## config.mk

```make
export PLATFORM = sky130hd
export DESIGN_NAME = fp_mul_norm_round
export DESIGN_NICKNAME = d
export VERILOG_FILES = /design/src/rtl/fp_mul_norm_round.sv
export SDC_FILE = /design/constraint.sdc
export NUM_CORES = 1
export LEC_CHECK = 0
export CORE_ASPECT_RATIO = 1.75
export CORE_UTILIZATION = 45
export CTS_CLUSTER_DIAMETER = 200
export DETAILED_ROUTE_END_ITERATION = 8
export PLACE_DENSITY_LB_ADDON = 0.08
export SLEW_MARGIN = 15
export SYNTH_ARGS = -nofsm -noshare
export SYNTH_HDL_FRONTEND = slang
export SYNTH_SLANG_ARGS = --single-unit
```

## constraint.sdc

```tcl
create_clock -name clk -period 2.92 [get_ports clk]
set_input_delay 0.438 -clock clk [delete_from_list [all_inputs] [get_ports clk]]
set_output_delay 0.438 -clock clk [all_outputs]
set_load 0.01 [all_outputs]
```

## src/rtl/fp_mul_norm_round.sv

```systemverilog
// Final stage of the single-precision multiplier: normalizes the 48-bit mantissa
// product, rounds to nearest-even, detects overflow/underflow and packs the result.
module fp_mul_norm_round #(
  parameter int MANT_W = 24,
  parameter int EXP_W  = 8,
  parameter int BIAS   = 127
) (
  input  logic                       clk,
  input  logic                       rst,
  input  logic                       in_valid,
  output logic                       in_ready,
  input  logic                       in_sign,
  input  logic [EXP_W+1:0]           in_exp_sum,
  input  logic [2*MANT_W-1:0]        in_prod,
  input  logic                       in_zero,
  output logic                       out_valid,
  input  logic                       out_ready,
  output logic [EXP_W+MANT_W-1:0]    out_result,
  output logic                       out_overflow,
  output logic                       out_underflow
);

  localparam int PROD_W = 2 * MANT_W;
  localparam int FRAC_W = MANT_W - 1;
  localparam int SEXP_W = EXP_W + 3;
  localparam int RES_W  = 1 + EXP_W + FRAC_W;
  localparam logic signed [SEXP_W-1:0] BIAS_S  = SEXP_W'(BIAS);
  localparam logic signed [SEXP_W-1:0] EXP_MAX = SEXP_W'((1 << EXP_W) - 1);

  logic                     s1_valid;
  logic                     s1_ready;
  logic                     s2_ready;
  logic                     s1_sign;
  logic                     s1_zero;
  logic [FRAC_W-1:0]        s1_frac;
  logic                     s1_guard;
  logic                     s1_sticky;
  logic signed [SEXP_W-1:0] s1_exp;

  logic [FRAC_W-1:0]        norm_frac;
  logic                     norm_guard;
  logic                     norm_sticky;
  logic signed [SEXP_W-1:0] norm_exp;

  logic                     round_up;
  logic                     round_carry;
  logic [FRAC_W-1:0]        round_frac;
  logic signed [SEXP_W-1:0] round_exp;
  logic [RES_W-1:0]         next_result;
  logic                     next_overflow;
  logic                     next_underflow;

  assign s2_ready  = !out_valid || out_ready;
  assign s1_ready  = !s1_valid || s2_ready;
  assign in_ready  = s1_ready;

  // A product of two 1.x significands lies in [1,4); bit 47 selects the extra shift.
  always_comb begin
    norm_exp = $signed({1'b0, in_exp_sum}) - BIAS_S;
    if (in_prod[PROD_W-1]) begin
      norm_frac   = in_prod[PROD_W-2 -: FRAC_W];
      norm_guard  = in_prod[MANT_W-1];
      norm_sticky = |in_prod[MANT_W-2:0];
      norm_exp    = norm_exp + SEXP_W'(1);
    end else begin
      norm_frac   = in_prod[PROD_W-3 -: FRAC_W];
      norm_guard  = in_prod[MANT_W-2];
      norm_sticky = |in_prod[MANT_W-3:0];
    end
  end

  always_ff @(posedge clk) begin
    if (in_valid && s1_ready) begin
      s1_sign   <= in_sign;
      s1_zero   <= in_zero;
      s1_frac   <= norm_frac;
      s1_guard  <= norm_guard;
      s1_sticky <= norm_sticky;
      s1_exp    <= norm_exp;
    end
  end

  // Round-carry wraps the fraction to zero, so only the exponent needs bumping.
  always_comb begin
    round_up                  = s1_guard && (s1_sticky || s1_frac[0]);
    {round_carry, round_frac} = {1'b0, s1_frac} + MANT_W'(round_up);
    round_exp                 = s1_exp + $signed({{(SEXP_W-1){1'b0}}, round_carry});
    next_result               = {s1_sign, EXP_W'(round_exp), round_frac};
    next_overflow             = 1'b0;
    next_underflow            = 1'b0;
    if (s1_zero) begin
      next_result = {s1_sign, {(RES_W-1){1'b0}}};
    end else if (round_exp >= EXP_MAX) begin
      next_result   = {s1_sign, {EXP_W{1'b1}}, {FRAC_W{1'b0}}};
      next_overflow = 1'b1;
    end else if (round_exp[SEXP_W-1] || (round_exp == '0)) begin
      next_result    = {s1_sign, {(RES_W-1){1'b0}}};
      next_underflow = 1'b1;
    end
  end

  always_ff @(posedge clk) begin
    if (rst) begin
      s1_valid      <= 1'b0;
      out_valid     <= 1'b0;
      out_result    <= '0;
      out_overflow  <= 1'b0;
      out_underflow <= 1'b0;
    end else begin
      if (s1_ready) s1_valid <= in_valid;
      if (s2_ready) out_valid <= s1_valid;
      if (s2_ready && s1_valid) begin
        out_result    <= next_result;
        out_overflow  <= next_overflow;
        out_underflow <= next_underflow;
      end
    end
  end

endmodule

```

==> results_dict.tcl, run 1 <==
set metrics [dict create \
    status "finished with violations" \
    violations "negative setup slack" \
    synth_mux_area_share_pct 7.09 \
    reg2reg_slack_ns -0.07 \
    ys_seq_elements 74 \
    share_comb_of_total_power_pct 13.4 \
    fin_tns_setup_ns -0.718 \
    synth_top_family_by_area "simple AND/OR/NAND/NOR gates" \
    hold_viol_final 0 \
    clockBufferDepth 2 \
    crit_start "s1_frac[0]$_DFFE_PP_" \
    wl_um 8950 \
    synthTopCellsByCount "45 x nand2_1, 38 x edfxtp_1, 36 x dfxtp_1, 25 x mux2_2, 23 x xor2_1" \
    p_sw_uw 575 \
    postCtsHoldBufs 0 \
    synthFlopType "edfxtp_1" \
    drtPass1Iterations 7 \
    ys_types 57 \
    ys_warn_count 0 \
    syn_inst 360 \
    seqPwrFrac_pct 47.8 \
    path_clk_slew_ns 0.05 \
    synth_compound_area_share_pct 14.7 \
    io_buffers 99 \
    vias 3269 \
    leakage_nw 1.98 \
    peakVddDrop_mv 0.272 \
    synth.area.top_cells "edfxtp_1 29%, dfxtp_1 18%, mux2_2 7.1%" \
    final_util_pct 66.2 \
    clk_latency_ns 0.33 \
    drv_cap 0 \
    row_count 45 \
    cp_max_fo 8 \
    total_power_mw 2.51 \
    numCtsBuffers 9 \
    die_w_um 73.0 \
    setup_viol 21 \
    synthArstFlopShare_pct 0 \
    period_share_pct 103 \
    timing.rr.end "out_result[20]$_SDFFE_PP0P_" \
    hpwl_um 6570 \
    drc 0 \
    ant_nets 0 \
    slew_headroom_pct 67.3 \
    synth_edf_count 38 \
    max_freq_mhz 334 \
    critPathKind "reg2reg" \
    num-nets-final 556 \
    regToRegStartpoint "s1_frac[0]$_DFFE_PP_" \
    grt_pass1_vias 3158 \
    grt_pass1_wl_um 14200 \
    p_int_mw 1.94 \
    grt_max_degree 39 \
    cp-end-kind "flop" \
    p_per_area_nw_per_um2 441 \
    gr-usage-all-layers_pct 20.0 \
    drive_gt1_share_pct 22.2 \
    cts_tree "yes" \
    avgSynthCellArea_um2 11.0 \
    area_growth_pct 43.7 \
    synth-adder-area-share_pct 2.21 \
    wl_per_cell_um 14.7 \
    placed_cell_area_um2 5290 \
    synth_top_area_share_pct 28.7 \
    design_area_um2 5710 \
    crit_path_start_kind "flop" \
    arrival_ns 3.24 \
    antenna_found_initial 0 \
    coreArea_um2 8610 \
    overflow 0 \
    crit_end "out_result[20]$_SDFFE_PP0P_" \
    finalWorstSetupSlack_ns -0.0731 \
    drtIter0Drc 94 \
    synthSimpleGateAreaFrac_pct 19.2 \
    drt-vias-per-instance 5.39 \
    synth_area_leader_cell "edfxtp_1" \
    fin_skew_ns 0.00429 \
    tightest_slew_ns 0.490 \
    io_pins 100 \
    synth_area_um2 3970 \
    r2r_cells 14 \
    dieHeight_um 126 \
    final_cells 607 \
    synth_fp_nets 431 \
    fillers 726 \
    critical_path_required_ns 3.17 \
    rsz0062_at_grt "true" \
    synth.most_common_cell "nand2_1" \
    dieArea_um2 9220 \
    numPlacedInstances 587 \
    hold_class "reg2reg" \
    initial_utilization_pct 46.1 \
    place_congestion 0.822 \
    yosysSeqAreaShare_pct 46.9 \
    cts_root_buffer "clkbuf_16" \
    report.final.slew_viol_count 0 \
    swShare_pct 22.9 \
    clkPwrFrac_pct 38.7 \
    yosys.area_share.xor_xnor_pct 7.28 \
    cts.sinks 74 \
    htreeDepth 3 \
    period_minus_slack_ns 2.99 \
    n_antenna_cell 0 \
]
-- through the flow --
step | hold WS, ns | setup slack, ns
detailed placement | 0.441 | -0.0455
CTS | 0.450 | -0.0127
floorplan | 0.472 | -0.131
global route | 0.464 | -0.229
global placement | 0.439 | 0.0526
finish | 0.445 | -0.0731
-- critical path, cell delays in order (launching register included) --
cell	delay, ns
edfxtp_1	0.34
o21a_1	0.15
ha_2	0.18
and4_4	0.22
nand3_4	0.09
nor2_4	0.09
and3_4	0.19
ha_4	0.14
ha_4	0.18
nand4_4	0.12
o31a_1	0.30
nor4b_4	0.34
nand3_4	0.16
buf_12	0.18
o31ai_4	0.22
-- placed cells by master, fill, tap and decap left out, drive strengths merged, types with 4 or more instances in the layout --
cell type	netlist	layout
clkdlybuf4s50	0	99
nand2	45	45
edfxtp	38	38
dfxtp	36	36
buf	9	29
mux2	25	25
xor2	23	23
o31ai	21	21
nand3	20	20
nor2	15	15
clkbuf	7	15
nand4	11	11
xnor2	10	10
a22o	10	10
nor4	9	9
o21ai	8	8
ha	7	7
and4	6	6
a21oi	5	5
and3	5	5
nor3	4	4
and2	4	4
nand2b	4	4
o2111ai	4	4
-- per-layer routing --
layer / global-route usage [%] / vias to the layer above / wire length [µm]
met5: 0 / - / 0
met4: 7.50 / 0 / 157
met3: 4.24 / 14 / 317
met2: 37.1 / 89 / 5170
met1: 21.3 / 1545 / 3310
li1: - / 1621 / -
-- how the worst min path moves through the flow --
stage | cells past startpoint | slack, ns | end | from
finish | 2 | 0.45 | out_result[0]$_SDFFE_PP0P_ | out_result[0]$_SDFFE_PP0P_
global route | 2 | 0.46 | out_result[0]$_SDFFE_PP0P_ | out_result[0]$_SDFFE_PP0P_
CTS | 2 | 0.45 | out_result[0]$_SDFFE_PP0P_ | out_result[0]$_SDFFE_PP0P_
detailed placement | 2 | 0.44 | out_result[3]$_SDFFE_PP0P_ | out_result[3]$_SDFFE_PP0P_
global placement | 2 | 0.44 | out_result[2]$_SDFFE_PP0P_ | out_result[2]$_SDFFE_PP0P_
floorplan | 2 | 0.47 | out_result[0]$_SDFFE_PP0P_ | out_result[0]$_SDFFE_PP0P_
-- cell families after synthesis --
group,Yosys count
compound gates,64
xor+xnor,33
fa+ha+maj,7
buf+inv,19
flops,74
mux,25
simple gates,138
-- final cells by class --
class / instances / area, µm² / share of cell area (%)
clock buffer: 13 / 250 / 4.39
inverter: 3 / 11.3 / 0.197
tap: 117 / 146 / 2.57
sequential: 74 / 1860 / 32.6
timing repair buffer: 130 / 1280 / 22.5
clock inverter: 3 / 15.0 / 0.263
multi-input combinational: 267 / 2140 / 37.5
-- registers in the layout, summed over array words and instances (netlist names) --
name and flops:
out_underflow 1, s1_exp 11, out_valid 1, s1_sign 1
s1_sticky 1, out_result 32, s1_zero 1, s1_frac 23
out_overflow 1, s1_valid 1, s1_guard 1
-- repair_timing --
action | 4_1_cts | 5_1_grt
endpoints found under the setup margin | 21 | 33
gates resized for setup | 1 | 14
pin swaps | 1 | 1
buffers inserted | 0 | 3
cloned | 0 | 2
-- power groups by stage --
stage	clock network (mW)	logic [mW]	registers [mW]
floorplan	0	0.167	1.21
global placement	0	0.328	1.22
detailed placement	0	0.332	1.22
CTS	1.00	0.334	1.20
global route	1.05	0.368	1.21
finish	0.974	0.338	1.20
(Power assumes the default switching activity.)
==> run 2, diff against run 1 <==
--- a/config.mk
+++ b/config.mk
@@ -5,8 +5,10 @@
 export SDC_FILE = /design/constraint.sdc
 export NUM_CORES = 1
 export LEC_CHECK = 0
+export CELL_PAD_IN_SITES_DETAIL_PLACEMENT = 0
+export CELL_PAD_IN_SITES_GLOBAL_PLACEMENT = 2
 export CORE_ASPECT_RATIO = 1.75
-export CORE_UTILIZATION = 45
+export CORE_UTILIZATION = 28
 export CTS_CLUSTER_DIAMETER = 200
 export DETAILED_ROUTE_END_ITERATION = 8
 export PLACE_DENSITY_LB_ADDON = 0.08
==> run 2 against run 1 <==
The flow still finishes with violations (negative setup slack). Fmax is 1.2% lower. Non-clock buffer count increased by 14. Die area grew 59%. Combinational power is 5.9% higher. Clock power rose by 14%. Global-route usage down 4.9 points. Critical endpoint is now out_result[18]$_SDFFE_PP0P_.
==> results_dict.tcl, run 2 (synthesis results as in run 1) <==
set metrics [dict create \
    peakVddDrop_mv 0.211 \
    met3_usage_pct 3.15 \
    wl_um 10700 \
    regToRegStartpoint "s1_sticky$_DFFE_PP_" \
    drv_cap 0 \
    gr-usage-all-layers_pct 15.1 \
    io_pins 100 \
    drive_gt1_share_pct 26.0 \
    violations "negative setup slack" \
    critPathTopFamily "simple AND/OR/NAND/NOR gates" \
    crit_cells 15 \
    cp_max_fo 7 \
    row_count 57 \
    drtPass1Iterations 4 \
    status "finished with violations" \
    cp-end-kind "flop" \
    dieHeight_um 160 \
    fillers 1367 \
    place_congestion 0.844 \
    leakage_nw 2.08 \
    overflow 0 \
    ant_nets 0 \
    max_freq_mhz 330 \
    area_growth_pct 52.3 \
    htreeDepth 3 \
    hpwl_um 7880 \
    period_share_pct 104 \
    setup_viol 22 \
    drtIter0Drc 93 \
    critical_path_required_ns 3.14 \
    crit_start "s1_sticky$_DFFE_PP_" \
    path_clk_slew_ns 0.06 \
    multi_input_area_um2 2200 \
    finalWorstSetupSlack_ns -0.110 \
    crit_top_cell "ha_4" \
    grt_max_degree 39 \
    hold_depth 2 \
    cts_root_buffer "clkbuf_16" \
    hold_viol_final 0 \
    top_register "out_result" \
    initial_utilization_pct 28.7 \
    cts.sinks 74 \
    reg.largest.list "out_result: 32 flops, s1_frac: 23 flops, s1_exp: 11 flops" \
    num-nets-final 570 \
    cp_num_buf_inv 2 \
    grt_pass1_wl_um 17100 \
    tightest_slew_ns 0.517 \
    mostFrequentLayoutCell "clkdlybuf4s50_1" \
    rsz0062_at_grt "true" \
    r2r_cells 15 \
    drt-vias-per-instance 4.88 \
    grtUsageMet1_pct 16.0 \
    fin_tns_setup_ns -1.91 \
    vias 3320 \
    drc 0 \
    die_w_um 92.0 \
    wl_per_cell_um 15.7 \
    grtUsageMet2_pct 28.2 \
    coreArea_um2 13800 \
    arrival_ns 3.25 \
    worst_hold_slack_ns 0.439 \
    layout_common_cells "99 x clkdlybuf4s50_1, 45 x nand2_1, 38 x edfxtp_1" \
    n_antenna_cell 0 \
    antenna_found_initial 0 \
    grt_pass1_vias 3503 \
    slew_headroom_pct 65.5 \
    p_per_area_nw_per_um2 441 \
    period_minus_slack_ns 3.03 \
    io_buffers 99 \
    clockBufferDepth 2 \
    crit_chain "o21a_1 > ha_2 > and4_4 > nand3_2 > nor2_2 > and3_4 > ha_4 > ha_4 > buf_6 > or3_1 > o211ai_1 > o2111ai_2 > nor2_4 > bufbuf_16 > o31ai_4" \
    slowest_stage "edfxtp_1" \
    report.final.slew_viol_count 0 \
    critPathKind "reg2reg" \
    numCtsBuffers 9 \
    largest_register_ffs 32 \
    hp-start "out_result[1]$_SDFFE_PP0P_" \
    postCtsHoldBufs 0 \
    cpPeakStageDelay_ns 0.38 \
    cts_tree "yes" \
    dieArea_um2 14700 \
    final-seq-area_um2 1860 \
    crit_path_start_kind "flop" \
    clk_latency_ns 0.33 \
    hold_class "reg2reg" \
    busiest_layer "met2" \
    fin_skew_ns 0.0106 \
]
-- run 2: changes by cell type in the layout (fill, tap and decap cells not counted), sizes merged --
cell / delta
buf: +13
bufbuf: +1
clkinv: -1
clkinvlp: +1
-- run 2: final timing paths --
| kind | endpoint | slack (ns) |
|---|---|---|
| max | out_result[18]$_SDFFE_PP0P_ | -0.11 |
| min | out_result[1]$_SDFFE_PP0P_ | 0.44 |
| max reg2reg | out_result[18]$_SDFFE_PP0P_ | -0.11 |
| min reg2reg | out_result[1]$_SDFFE_PP0P_ | 0.44 |
-- run 2: tightest hold or removal path, stage by stage (launching register included) --
cell and delay [ns]:
dfxtp_1 0.30, nand2_1 0.05, o21ai_1 0.05
-- run 2: stage by stage --
stage	std cells	utilization, %	power [mW]	instance area, µm²	setup WS, ns
3_3_place_gp	654	39.1	1.56	5420	-0.0538
5_1_grt	681	43.7	2.79	6050	-0.258
2_1_floorplan	360	-	1.38	4020	-0.131
4_1_cts	676	42.5	2.70	5880	-0.0929
6_report	681	43.7	2.67	6050	-0.110
3_5_place_dp	654	39.1	1.56	5420	-0.118
-- run 2: cell type report --
class / instances / area share [%]
multi-input cells: 267 / 36.3
well taps: 177 / 3.66
inverters: 3 / 0.186
flip-flops and latches: 74 / 30.8
clock buffers: 13 / 4.67
repair buffers: 144 / 24.0
clock inverters: 3 / 0.352
-- run 2: repair_timing --
item | in CTS | in global routing
hold endpoints to repair | 0 | 0
setup buffers | 4 | 2
gates resized for setup | 16 | 18
cloned | 2 | 3
pin swaps | 6 | 8
setup endpoints to repair | 33 | 33
-- run 2: power breakdown --
part	internal (mW)	leakage (nW)	switching (mW)	total [mW]
Clock	0.680	0.146	0.426	1.11
Sequential	1.15	0.661	0.0505	1.20
Combinational	0.203	1.28	0.155	0.358
-- run 2: per-layer routing --
metal,vias up,part of all wire [%]
li1,1652,-
met1,1557,39
met2,93,54
met3,18,4.0
met4,0,2.5
met5,-,0
